## config.mk

```make
export PLATFORM = sky130hd
export DESIGN_NAME = pc_update_flat
export DESIGN_NICKNAME = d
export VERILOG_FILES = /design/src/rtl/pc_update_if.sv /design/src/rtl/pc_update.sv /design/src/flat_wrapper.sv
export SDC_FILE = /design/constraint.sdc
export NUM_CORES = 1
export LEC_CHECK = 0
export ABC_AREA = 1
export CORE_AREA = 2 2 75 49
export CTS_BUF_LIST = sky130_fd_sc_hd__clkbuf_4
export DETAILED_ROUTE_END_ITERATION = 8
export DIE_AREA = 0 0 77 51
export PLACE_DENSITY_LB_ADDON = 0.2
export SYNTH_ARGS = -nofsm -noshare
export SYNTH_HDL_FRONTEND = slang
export SYNTH_SLANG_ARGS = --single-unit
```

## constraint.sdc

```tcl
create_clock -name clock -period 1.35 [get_ports clock]
set_input_delay 0.135 -clock clock [delete_from_list [all_inputs] [get_ports clock]]
set_output_delay 0.135 -clock clock [all_outputs]
set_load 0.01 [all_outputs]
```

## src/rtl/pc_update_if.sv

```systemverilog
// rtl/pc_update_if.sv - next-PC request / PC status bundle for pc_update
//
// Purpose: carries the next-PC selection inputs and the registered PC status
// outputs between a pipeline controller (master) and pc_update (slave).
// Signals:
//   alu_result [15:0]  computed next-PC, must narrow cleanly to 6 bits
//   jump_addr  [5:0]   absolute jump target
//   pc_src     [1:0]   00 PC+1, 01 alu_result, 10 jump_addr, 11 hold
//   pc_write           update enable
//   stall              pipeline stall, overrides pc_write
//   trap_clear         leave the trap state
//   PC         [5:0]   current program counter
//   pc_prev    [5:0]   PC before the last accepted update
//   flush              one-cycle pulse after a redirect
//   range_err          high while trapped
interface pc_update_if;
  logic [15:0] alu_result;
  logic [5:0]  jump_addr;
  logic [1:0]  pc_src;
  logic        pc_write;
  logic        stall;
  logic        trap_clear;
  logic [5:0]  PC;
  logic [5:0]  pc_prev;
  logic        flush;
  logic        range_err;

  modport master (
    output alu_result, jump_addr, pc_src, pc_write, stall, trap_clear,
    input  PC, pc_prev, flush, range_err
  );

  modport slave (
    input  alu_result, jump_addr, pc_src, pc_write, stall, trap_clear,
    output PC, pc_prev, flush, range_err
  );
endinterface

```

## src/rtl/pc_update.sv

```systemverilog
// rtl/pc_update.sv - 6-bit program counter update unit with redirect flush and range trap
//
// Purpose: holds the program counter and selects its next value from PC+1,
// a narrowed ALU result or an absolute jump. Redirects raise a one-cycle
// flush; an ALU target that does not fit in 6 signed bits traps the unit
// at TRAP_PC until trap_clear.
// Ports:
//   clock    single clock, all state changes on its rising edge
//   reset_n  synchronous active-low reset
//   bus      pc_update_if slave modport (request inputs, registered status)
module pc_update #(
  parameter logic [5:0] RESET_PC = 6'd0,
  parameter logic [5:0] TRAP_PC  = 6'd63
) (
  input logic         clock,
  input logic         reset_n,
  pc_update_if.slave  bus
);

  typedef enum logic [1:0] {
    ST_RUN   = 2'd0,
    ST_FLUSH = 2'd1,
    ST_TRAP  = 2'd2
  } state_t;

  state_t     state_q, state_d;
  logic [5:0] pc_q, pc_d;
  logic [5:0] pc_prev_q, pc_prev_d;
  logic       flush_q, flush_d;
  logic       range_err_q, range_err_d;

  logic accept;
  logic narrow_ok;

  // TRAP ignores every update; RUN and FLUSH behave identically here.
  assign accept = (state_q != ST_TRAP) && bus.pc_write && !bus.stall &&
                  (bus.pc_src != 2'b11);

  // The ALU target fits in 6 bits only if its upper bits are a pure
  // sign extension of bit 5.
  assign narrow_ok = (bus.alu_result[15:6] == {10{bus.alu_result[5]}});

  always_comb begin
    pc_d        = pc_q;
    pc_prev_d   = pc_prev_q;
    flush_d     = 1'b0;
    range_err_d = 1'b0;
    // FLUSH is a single cycle: without a new redirect it falls back to RUN.
    state_d     = ST_RUN;

    if (state_q == ST_TRAP) begin
      if (bus.trap_clear) begin
        state_d = ST_RUN;
      end else begin
        state_d     = ST_TRAP;
        range_err_d = 1'b1;
      end
    end else if (accept) begin
      pc_prev_d = pc_q;
      unique case (bus.pc_src)
        2'b00: begin
          pc_d = pc_q + 6'd1;
        end
        2'b01: begin
          if (narrow_ok) begin
            pc_d    = bus.alu_result[5:0];
            state_d = ST_FLUSH;
            flush_d = 1'b1;
          end else begin
            pc_d        = TRAP_PC;
            state_d     = ST_TRAP;
            range_err_d = 1'b1;
          end
        end
        2'b10: begin
          pc_d    = bus.jump_addr;
          state_d = ST_FLUSH;
          flush_d = 1'b1;
        end
        default: begin
          pc_d = pc_q;
        end
      endcase
    end
  end

  always_ff @(posedge clock) begin
    if (!reset_n) begin
      state_q     <= ST_RUN;
      pc_q        <= RESET_PC;
      pc_prev_q   <= RESET_PC;
      flush_q     <= 1'b0;
      range_err_q <= 1'b0;
    end else begin
      state_q     <= state_d;
      pc_q        <= pc_d;
      pc_prev_q   <= pc_prev_d;
      flush_q     <= flush_d;
      range_err_q <= range_err_d;
    end
  end

  assign bus.PC        = pc_q;
  assign bus.pc_prev   = pc_prev_q;
  assign bus.flush     = flush_q;
  assign bus.range_err = range_err_q;

endmodule

```

## src/flat_wrapper.sv

```systemverilog
// flat-port wrapper written by rule: the top's interface ports become plain ports
module pc_update_flat 
#(
  parameter logic [5:0] RESET_PC = 6'd0,
  parameter logic [5:0] TRAP_PC  = 6'd63
)
  (clock, reset_n, bus_alu_result, bus_jump_addr, bus_pc_src, bus_pc_write, bus_stall, bus_trap_clear, bus_PC, bus_pc_prev, bus_flush, bus_range_err);
  pc_update_if bus_i ();
  input logic clock;
  input logic reset_n;
  input wire logic [$bits(bus_i.alu_result)-1:0] bus_alu_result;
  input wire logic [$bits(bus_i.jump_addr)-1:0] bus_jump_addr;
  input wire logic [$bits(bus_i.pc_src)-1:0] bus_pc_src;
  input wire logic [$bits(bus_i.pc_write)-1:0] bus_pc_write;
  input wire logic [$bits(bus_i.stall)-1:0] bus_stall;
  input wire logic [$bits(bus_i.trap_clear)-1:0] bus_trap_clear;
  output wire logic [$bits(bus_i.PC)-1:0] bus_PC;
  output wire logic [$bits(bus_i.pc_prev)-1:0] bus_pc_prev;
  output wire logic [$bits(bus_i.flush)-1:0] bus_flush;
  output wire logic [$bits(bus_i.range_err)-1:0] bus_range_err;
  assign bus_i.alu_result = bus_alu_result;
  assign bus_i.jump_addr = bus_jump_addr;
  assign bus_i.pc_src = bus_pc_src;
  assign bus_i.pc_write = bus_pc_write;
  assign bus_i.stall = bus_stall;
  assign bus_i.trap_clear = bus_trap_clear;
  assign bus_PC = bus_i.PC;
  assign bus_pc_prev = bus_i.pc_prev;
  assign bus_flush = bus_i.flush;
  assign bus_range_err = bus_i.range_err;
  pc_update #(.RESET_PC(RESET_PC), .TRAP_PC(TRAP_PC)) u_core (.clock(clock), .reset_n(reset_n), .bus(bus_i));
endmodule
```

=== Word-level counts from Yosys, hierarchy flattened ===
Index checks and enable logic that the tools add are counted.

* Register bits: 16
* Output and inout port bits: 14
* Word-level logic and storage cells: 38

* Add/sub/neg operators: 1
* Eq/ne operators: 6
* Muxes and demuxes: 14
* Bitwise operators: 3
* Reduce and logical (&&, ||, !) cells: 9

{| class="wikitable"
|+ Operators with widths
! kind !! count
|-
| $pmux 6 s3 || 1
|-
| $eq 10x10->1 || 1
|-
| $mux 2 || 4
|-
| $add 6x1->6 const B || 1
|-
| $mux 1 || 6
|-
| $mux 6 || 1
|-
| $eq 2x2->1 const B || 2
|-
| $ne 2x2->1 const B || 2
|-
| $pmux 2 s2 || 1
|-
| $logic_and 1x1->1 || 3
|-
| $not 1->1 || 3
|-
| $reduce_and 3->1 || 1
|-
| $reduce_bool 3->1 || 1
|-
| $reduce_or 3->1 || 1
|-
| $eq 2x1->1 const B || 1
|-
| $logic_not 2->1 || 1
|-
| $pmux 1 s2 || 1
|-
| $reduce_and 2->1 || 1
|-
| $logic_not 1->1 || 1
|}

=== Depth between registers and ports, before layout ===
* Depth after elaboration: 6
* Gate-level depth with buffers: 8

=== Worst setup path before layout ===
Ideal clock, no wire load.

* Path kind: reg2reg
* Start point: register u_core.pc_q[0] (netlist: u_core.bus.PC[0])
* End point: register u_core.pc_q[4] (netlist: u_core.bus.PC[4])
* Arrival: 1.084 ns
* Slack: 0.150 ns
* Cell stages (with the launch flop): 9
* Path buffers: 0
* Period minus slack after synthesis: 1.200 ns
* Cell sequence: dfxtp_1 > ha_1 > nand3_1 > nand2_1 > nand2_1 > o21ai_1 > inv_1 > nand2_1 > a21oi_1

* Longest elaborated chain between the ends: 2

{| class="wikitable"
|+ RTL lines
! element !! RTL line !! RTL
|-
| from (decl) || pc_update.sv:27 || <nowiki>logic [5:0] pc_q, pc_d;</nowiki>
|-
| from (signal assigned) || pc_update.sv:96 || <nowiki>pc_q <= pc_d;</nowiki>
|-
| $add 6x1->6 || pc_update.sv:62 || <nowiki>pc_d = pc_q + 6'd1;</nowiki>
|-
| $pmux 6 s3 || pc_update.sv:60 || <nowiki>unique case (bus.pc_src)</nowiki>
|}

No other way between the ends.
A chain may end at the register's enable or synchronous reset.

=== Final worst setup path ===
* Start point: register u_core.pc_prev_q[1] (netlist: u_core.bus.pc_prev[1])
* End point: output port bus_pc_prev[1]

{| class="wikitable"
|+ RTL lines
! element !! RTL line !! RTL
|-
| from (decl) || pc_update.sv:28 || <nowiki>logic [5:0] pc_prev_q, pc_prev_d;</nowiki>
|-
| from (signal assigned) || pc_update.sv:97 || <nowiki>pc_prev_q <= pc_prev_d;</nowiki>
|-
| to (decl) || flat_wrapper.sv:18 || <nowiki>output wire logic [$bits(bus_i.pc_prev)-1:0] bus_pc_prev;</nowiki>
|}

No word-level cell between the ends.

==> flow_summary_export.csv <==
group,metric,value,unit
cts,root_buffer,"clkbuf_4",
global_route,gr-usage-met1,0.1808,
floorplanning,boundaryPins,43,
worst_setup_path,critPathSlowestCell,"clkdlybuf4s50_1",
worst_setup_path,reg2reg_to,"u_core.bus.PC[4]",
place,portBuffers,42,
cts,ctsLongestPathBuffers,2,
timing,setup_tns,0,ns
floorplanning,core,3361,um^2
timing,drv_slew,0,
worst_setup_path,critical_path_arrival,1.15,ns
power_and_ir_drop,p_leak,0.0007187,uW
detailed_routing,initialDrtViolationCount,57,
cts,worstSkewPairLatency,0.28,ns
worst_hold_path,hold_class,"in2reg",
detailed_routing,dr.pass1.iters,4,
floorplanning,rows,17,
floorplanning,die-height,51,um
yosys,synth.distinct_cells,24,
yosys,yosysSeqAreaShare,0.3243,
yosys,ys_seq_elements,15,
yosys,synthFlopType,"dfxtp_1",
detailed_routing,vias,1063,
layout,syn_to_final_growth,67.03,%
timing,holdWs,0.4851,ns
layout,drive_gt1_frac,0.1518,
timing,period_share,0.9545,
worst_setup_path,startpoint_type,"flip-flop",
layout,final_nets,225,
yosys,synthArstFlopShare,0,
worst_setup_path,slowest_delay,0.54,ns
worst_setup_path,path_cells,"clkdlybuf4s50_1",
timing,final-hold-violation-count,0,
timing,relSlewSlack,0.8738,
yosys,syn_area,925.9,um^2
global_route,use_met3,0.04417,
timing,setup_viol,0,
global_route,grtUsageMet2,0.2178,
worst_setup_path,cp_max_fo,2,
layout,final_core_util,0.4602,
timing,clock-skew-final,0.005895,ns
place,post-place-ws,-0.3067,ns
cts,postCtsSetupBuffers,0,
power_and_ir_drop,power_density,716.9,nW/um^2
global_route,track_usage,0.1350,
timing,fmax,776.1,MHz
detailed_routing,viasPerCell,4.466,
timing,fin_crit,1.289,ns
detailed_routing,drc,0,
timing,layout_setup_ws,0.06145,ns
worst_setup_path,regToRegSetupSlack,0.12,ns
place,dp_hpwl,2.110,mm
yosys,yosysWarnings,0,
global_route,antenna_found_initial,0,
yosys,syn_inst,137,
cts,tritoncts,"yes",
detailed_routing,wl_per_cell,10.79,um
worst_setup_path,critical_path.top_delay_family,"buffers and inverters",
job,maxCapViolCount,0,
global_route,busiest_layer,"met2",
timing,rsz0062_at_grt,"false",
worst_setup_path,critPathCaptureType,"output port",
cts,hold_buffers,0,
global_route,grt_pass1_vias,946,
floorplanning,floorplan.initialDensity,0.2755,
detailed_routing,detail-route-antenna-nets,0,
worst_setup_path,path_class,"reg2out",
power_and_ir_drop,power.total,1109,uW
global_route,grt_pass1_wl,4.181,mm
cts,cts.htree.levels,1,
power_and_ir_drop,ir_worst_vdd,0.3211,mV
worst_setup_path,crit_required,1.22,ns
timing,worst_pin_slew,0.1873,ns
worst_hold_path,whs_path_depth,5,
global_route,overflow,0,
worst_hold_path,worstHoldStart,"bus_pc_src[1]",
status,outcome,"complete, no violations",
cts,cts_sinks,15,
global_route,grt_max_degree,17,
yosys,syn-num-nets,170,
place,routabilityCongestion,0.8408,
yosys,avgSynthCellArea,6.758,um^2
cts,cts_buffers,3,
yosys,synth_edf_count,0,
worst_setup_path,cp_num_buf_inv,1,
floorplanning,dieArea,3927,um^2
cts,clk_pin_slew,0.08,ns
floorplanning,die_x,77,um
layout,antenna_cells,0,
worst_hold_path,min_to,"u_core.bus.flush",
worst_setup_path,r2r_cells,8,
worst_setup_path,reg2reg_from,"u_core.bus.PC[0]",
detailed_routing,postRouteWirelength,2.569,mm
routing by layer:
metal | wire length [um] | part of all wire
met5 | 0 | 0
met4 | 0 | 0
met2 | 1094 | 0.43
met1 | 1366 | 0.53
met3 | 108 | 0.042
cells in the final DEF (no fill, tap or decap), types with 3 or more instances in the layout:
cell type / count
nand2_1: 31
inv_1: 14
dlygate4sd2_1: 4
o21ai_0: 11
clkdlybuf4s50_1: 35
dlymetal6s2s_1: 3
buf_4: 11
clkbuf_4: 4
a22o_1: 6
nand3_1: 3
a21oi_1: 7
dfxtp_1: 13
nor2_1: 26
logic make-up after synthesis:
family	Yosys count	share of synthesized area
buffers and inverters	19	0.08918
and+or+nand+nor	70	0.3392
DFF	15	0.3243
adders and majority gates	4	0.05406
xor gates and xnor gates	1	0.009461
AOI/OAI and AO/OA	28	0.1838
final cells by class:
type / instances / area (um^2)
fillers: 348 / 1814
multi-input cells: 103 / 568.0
repair buffers: 54 / 525.5
flip-flops and latches: 15 / 302.8
inverters: 15 / 61.31
well taps: 47 / 58.81
clock buffers: 4 / 30.03
how the worst max path moves through the flow:
stage | start | to | slack, ns | cells past startpoint
floorplan | u_core.bus.PC[0] | u_core.bus.PC[4] | 0.15 | 8
global placement | bus_pc_src[0] | u_core.bus.PC[3] | -0.30 | 8
detailed placement | bus_pc_src[0] | u_core.bus.PC[3] | -0.31 | 8
CTS | bus_pc_src[1] | u_core.bus.pc_prev[1] | 0.0005 | 8
global route | u_core.bus.pc_prev[4] | bus_pc_prev[4] | 0.006 | 1
finish | u_core.bus.pc_prev[1] | bus_pc_prev[1] | 0.06 | 1
sequential cells by signal (all words and copies together), names as in the netlist:
signal	count
u_core.state_q	1
u_core.bus.flush	1
u_core.bus.pc_prev	6
u_core.bus.range_err	1
u_core.bus.PC	6
report_power, final:
part / switching [uW] / total, uW / leakage [uW] / internal [uW]
registers: 19.0 / 486 / 0.000123 / 467
logic: 149 / 351 / 0.000577 / 202
clock network: 137 / 272 / 0.0000184 / 135
cell usage after synthesis, types with 2 or more instances:
cell type	count	area (um^2)
a21oi_1	7	35.03
a21oi_2	2	17.52
a22o_1	6	52.55
buf_2	2	10.01
dfxtp_1	15	300.3
ha_1	4	50.05
inv_1	14	52.55
nand2_1	31	116.4
nand3_1	3	15.01
nand3_2	2	20.02
nand4_1	2	12.51
nor2_1	26	97.59
o21ai_0	11	55.05
o21ai_1	2	10.01
stage by stage:
| step | cells | area (um^2) |
|---|---|---|
| 5_1_grt | 238 | 1546 |
| 2_1_floorplan | 137 | 925.9 |
| 4_1_cts | 238 | 1525 |
| 6_report | 238 | 1546 |
| 3_3_place_gp | 234 | 1483 |
| 3_5_place_dp | 234 | 1483 |
repair_timing:
item                                    CTS  global route
resized for setup                         8             6
gates cloned                              0             0
endpoints found under the setup margin    6            15
No activity file was read; power rests on OpenSTA's default activity.
==> RTL change 1 (config.mk and constraints unchanged) <==
Make the reset (`reset_n`) asynchronous in one clocked block. Comments in the files are not updated.
--- a/src/rtl/pc_update.sv
+++ b/src/rtl/pc_update.sv
@@ -84,7 +84,7 @@
     end
   end
 
-  always_ff @(posedge clock) begin
+  always_ff @(posedge clock or negedge reset_n) begin
     if (!reset_n) begin
       state_q     <= ST_RUN;
       pc_q        <= RESET_PC;
Check against the original RTL: differs if reset_n is asserted again (counterexample within 4 cycles, from zero or initial values and one cycle with reset_n low); with reset_n held inactive, the same outputs for 10 cycles.
==> RTL change 1 against the unedited design <==
  * Worst setup slack lost 14 ps
  * Global-route usage rose by 1.1 points
  * Synthesized cell count down 1.5%
  * Sequential cell count unchanged
  * Final area rose by 6.6%
  * Non-clock buffer count is 2 higher
  * Die area stayed put
  * Via count down 2.4%
  * Area after synthesis increased by 7.8%
  * Wire length decreased by 3.1%
  * Critical path depth unchanged
Power is not compared: it rests on default switching activity, and its combinational part moved more than twofold at a synthesized area within 25%.
==> RTL change 1: results (changes against the unedited design) <==
outcome complete, no violations; post-synthesis async set-or-reset flop share 100% (+100 points); number of global-route vias before repair 1025 (+8.4%); GRT Total Usage 14.6% (+1.1 points); end of the worst register-to-register path u_core.bus.PC[3]$_DFFE_PN0P_; Post-synth top cells sky130_fd_sc_hd__nand2_1, sky130_fd_sc_hd__nor2_1, sky130_fd_sc_hd__dfrtp_1; sequential fraction of the synthesis area 37.6% (+5.2 points); largest net degree at the start of global routing 19 (+2); time the worst path needs with I/O delays and setup 1300 ps (+14.3 ps); largest cells by area after synthesis sky130_fd_sc_hd__dfrtp_1, sky130_fd_sc_hd__nand2_1, sky130_fd_sc_hd__nor2_1; endpoint arrival time on the critical path 1170 ps (+20 ps); launch point of the critical path u_core.bus.pc_prev[2]$_DFFE_PN0P_; Final #Nets 226 (+0.44%); final wirelength 2.49 mm (-3.1%); launching point of the worst reg2reg path u_core.bus.PC[0]$_DFFE_PN0P_; post-synthesis cell type count 25 (+4.2%); transition time of the tightest slew-check pin 201 ps (+13.6 ps); skew final 1.84 ps (-4.05 ps); destination of the critical timing path bus_pc_prev[2]; final HPWL from detailed placement 1.93 mm (-8.4%); routed vias/inst 4.34 (-2.8%); Hold Path Class in -> async; proportion of layout cells with a drive suffix above 1 18.8% (+3.6 points); Mapped Nets 168 (-1.2%); RD Place Congestion 0.787 (-6.4%); setup slack, reg-to-reg 80 ps (-40 ps)
[RTL change 1: cell count changes after synthesis, sizes merged, moves of 2 or more]
cell	change
dfxtp	-15
o21ai	-11
a21oi	-4
nor2	-6
nand4	-3
inv	-4
dfrtp	+15
o22ai	+2
nand2	+26
[RTL change 1: area by class of cell]
type	instances	area (µm²)
inverters	10	42.5
repair buffers	56	544
fillers	360	1710
flip-flops and latches	15	377
multi-input cells	107	596
clock buffers	4	30.0
well taps	47	58.8
[RTL change 1: per-layer routing]
metal  share of wire, %  routed length, µm  global-route usage, %
met1                 52               1280                   19.4
met2                 43               1080                   24.0
met3                4.9                122                   4.95
met4                  0                  0                   1.79
met5                  0                  0                      0
[RTL change 1: per-stage QoR]
step                      std cells  hold slack, ps  cell area (µm²)  total power, mW
after floorplan                 135            -161              998            0.953
after global placement          230             457             1520             1.34
after detailed placement        230             459             1520             1.35
after CTS                       238             161             1580             1.66
after global routing            239             161             1650             1.79
final                           239             164             1650             1.65
[RTL change 1: power groups by stage]
stage	registers [mW]	logic (mW)	clock network, mW
global placement	0.649	0.694	0
global route	0.638	0.844	0.306
floorplan	0.702	0.251	0
detailed placement	0.647	0.700	0
CTS	0.619	0.746	0.293
finish	0.620	0.753	0.279
[RTL change 1: timing repair]
action                     CTS  global route
pin swaps                    0             1
resized for setup            5            19
cloned                       0             0
setup buffers                4             1
setup endpoints to repair    9            14
[RTL change 1: kinds of logic after synthesis]
group                    synth area share [%]
AND/OR/NAND/NOR                          39.1
flip-flops                               37.6
AO/OA/AOI/OAI                            9.77
buffers and inverters                    6.77
adder cells (fa/ha/maj)                  5.01
XOR/XNOR                                 1.75
==> RTL change 2 (same settings) <==
Made on the original files. `TRAP_PC` is set to 6'd63 in 2 places; all go to 6'd62.
--- a/src/rtl/pc_update.sv
+++ b/src/rtl/pc_update.sv
@@ -10,7 +10,7 @@
 //   bus      pc_update_if slave modport (request inputs, registered status)
 module pc_update #(
   parameter logic [5:0] RESET_PC = 6'd0,
-  parameter logic [5:0] TRAP_PC  = 6'd63
+  parameter logic [5:0] TRAP_PC  = 6'd62
 ) (
   input logic         clock,
   input logic         reset_n,
--- a/src/flat_wrapper.sv
+++ b/src/flat_wrapper.sv
@@ -2,7 +2,7 @@
 module pc_update_flat 
 #(
   parameter logic [5:0] RESET_PC = 6'd0,
-  parameter logic [5:0] TRAP_PC  = 6'd63
+  parameter logic [5:0] TRAP_PC  = 6'd62
 )
   (clock, reset_n, bus_alu_result, bus_jump_addr, bus_pc_src, bus_pc_write, bus_stall, bus_trap_clear, bus_PC, bus_pc_prev, bus_flush, bus_range_err);
   pc_update_if bus_i ();
Behaviour: not the same (a bounded check fails within 4 cycles, from zero or initial values and one cycle with reset_n low).
==> RTL change 2 against the unedited design <==
  * Combinational power is 9.4% lower
  * Largest cell class unchanged
  * Critical path depth is 7 higher
  * Critical endpoint is now u_core.bus.PC[3]$_SDFFE_PN0P_
  * Critical path type is now in -> reg
  * Power is 1.9% lower
  * Clock power is 4% higher
  * First-iteration DRC count is 60% lower
  * Final area is 2.5% lower
  * Wire length is 0.39% lower
  * Sequential share of layout area is 0.92 points higher
  * Highest routed layer is now met4
  * Non-clock buffer count is 3 lower
  * Sequential cell count stayed put
  * Die area stayed put
  * Worst setup slack worse by 27 ps
  * Area after synthesis is 1.5% lower
==> RTL change 2: results (changes against the unedited design) <==
proportion of layout cells with a drive suffix above 1 18.0% (+2.8 points); skew final 6.24 ps (+0.343 ps); switching fraction of total power 28.0% (+0.45 points); count of antenna diodes in the layout 0 (unchanged); outcome complete, no violations; sequential fraction of the synthesis area 32.9% (+0.49 points); leakage power figure 0.684 nW (-4.8%); routed vias/inst 4.49 (+0.50%); final wirelength 2.56 mm (-0.39%); buffer depth of the longest clock path 2 (unchanged); Area after DPL 0.00145 mm² (-2.5%); Gates resized, CTS repair 13 (+5); maximum ir drop on the vdd rail 0.000298 V (-7.2%); DRC marker count from the first detailed-route iteration 23 (-60%); slowest cell delay on critical path 500 ps (-40 ps); Mapped Nets 160 (-5.9%); final HPWL from detailed placement 2.07 mm (-1.9%); Post-synth top cells sky130_fd_sc_hd__nand2_1, sky130_fd_sc_hd__nor2_1, sky130_fd_sc_hd__dfxtp_1; GRT Total Usage 14.4% (+0.91 points); transition time of the tightest slew-check pin 237 ps (+49.8 ps); first-pass GRT wire length 4.42 mm (+5.8%); largest net degree at the start of global routing 10 (-7); filler instances 353 (+1.4%); largest cells by area after synthesis sky130_fd_sc_hd__dfxtp_1, sky130_fd_sc_hd__nand2_1, sky130_fd_sc_hd__nor2_1; maximum fanout count along the critical path 9 (+7); post-synthesis cell type count 23 (-4.2%); number of global-route vias before repair 939 (-0.74%); Final #Nets 212 (-5.8%)
## RTL change 2: cell count changes in the layout (fill, tap and decap cells not counted), sizes merged, moves of 2 or more
| cell | change |
|---|---|
| inv | -5 |
| clkdlybuf4s50 | -3 |
| nand3 | +3 |
| nand2 | -7 |
| nor2 | -7 |
| nand4 | -2 |
| buf | -3 |
| a21oi | +6 |
| dlygate4sd2 | +2 |
## RTL change 2: path summary, 6_finish.rpt
path              slack, ps                          startpoint  depth (start not counted)                                 end
hold reg to reg         490  u_core.bus.pc_prev[2]$_SDFFE_PN0P_                          2  u_core.bus.pc_prev[2]$_SDFFE_PN0P_
setup / recovery         30                       bus_pc_src[1]                          8       u_core.bus.PC[3]$_SDFFE_PN0P_
setup reg to reg        190       u_core.bus.PC[0]$_SDFFE_PN0P_                          6       u_core.bus.PC[4]$_SDFFE_PN0P_
hold / removal          490                             reset_n                          3       u_core.bus.PC[5]$_SDFFE_PN0P_
## RTL change 2: worst reg2reg max path: cells and delay by family (launching register included)
family | cells | cell delay [ps]
adders and majority gates | 1 | 200
and+or+nand+nor | 2 | 200
DFF | 1 | 390
AOI/OAI and AO/OA | 3 | 280
## RTL change 2: area by class of cell
class                           count  area share, %
Clock buffer                        4           1.99
Inverter                           11           3.07
Multi-Input combinational cell     97           37.2
Sequential cell                    15           20.5
Tap cell                           47           3.90
Timing Repair Buffer               51           33.4
## RTL change 2: logic make-up after synthesis
kind of cell	share of synthesized area, %
AOI/OAI and AO/OA	21.8
xor gates and xnor gates	0.960
adders and majority gates	5.49
buffers and inverters	7.96
DFF	32.9
and+or+nand+nor	30.9
## RTL change 2: layer usage
| layer | vias to the layer above | GRT usage (%) | share of wire [%] |
|---|---|---|---|
| met5 | - | 0 | 0 |
| met4 | 0 | 5.65 | 1.6 |
| met1 | 459 | 18.3 | 50 |
| met3 | 5 | 4.42 | 4.4 |
| met2 | 19 | 23.1 | 44 |
| li1 | 527 | - | - |
## RTL change 2: through the flow
stage	cells	setup TNS (ps)	setup WS (ps)	util [%]	hold WS (ps)
2_1_floorplan	127	0	167	-	331
3_3_place_gp	221	-3550	-314	43.0	467
3_5_place_dp	221	-3790	-375	43.0	470
4_1_cts	225	0	6.15	44.0	478
5_1_grt	225	-26.4	-26.4	44.9	501
6_report	225	0	34.9	44.9	485
## RTL change 2: power groups by stage
stage | Clock, mW | Sequential [mW] | Combinational (mW)
6_report | 0.283 | 0.486 | 0.318
5_1_grt | 0.326 | 0.489 | 0.353
4_1_cts | 0.298 | 0.486 | 0.318
3_5_place_dp | 0 | 0.496 | 0.322
3_3_place_gp | 0 | 0.495 | 0.320
2_1_floorplan | 0 | 0.503 | 0.131
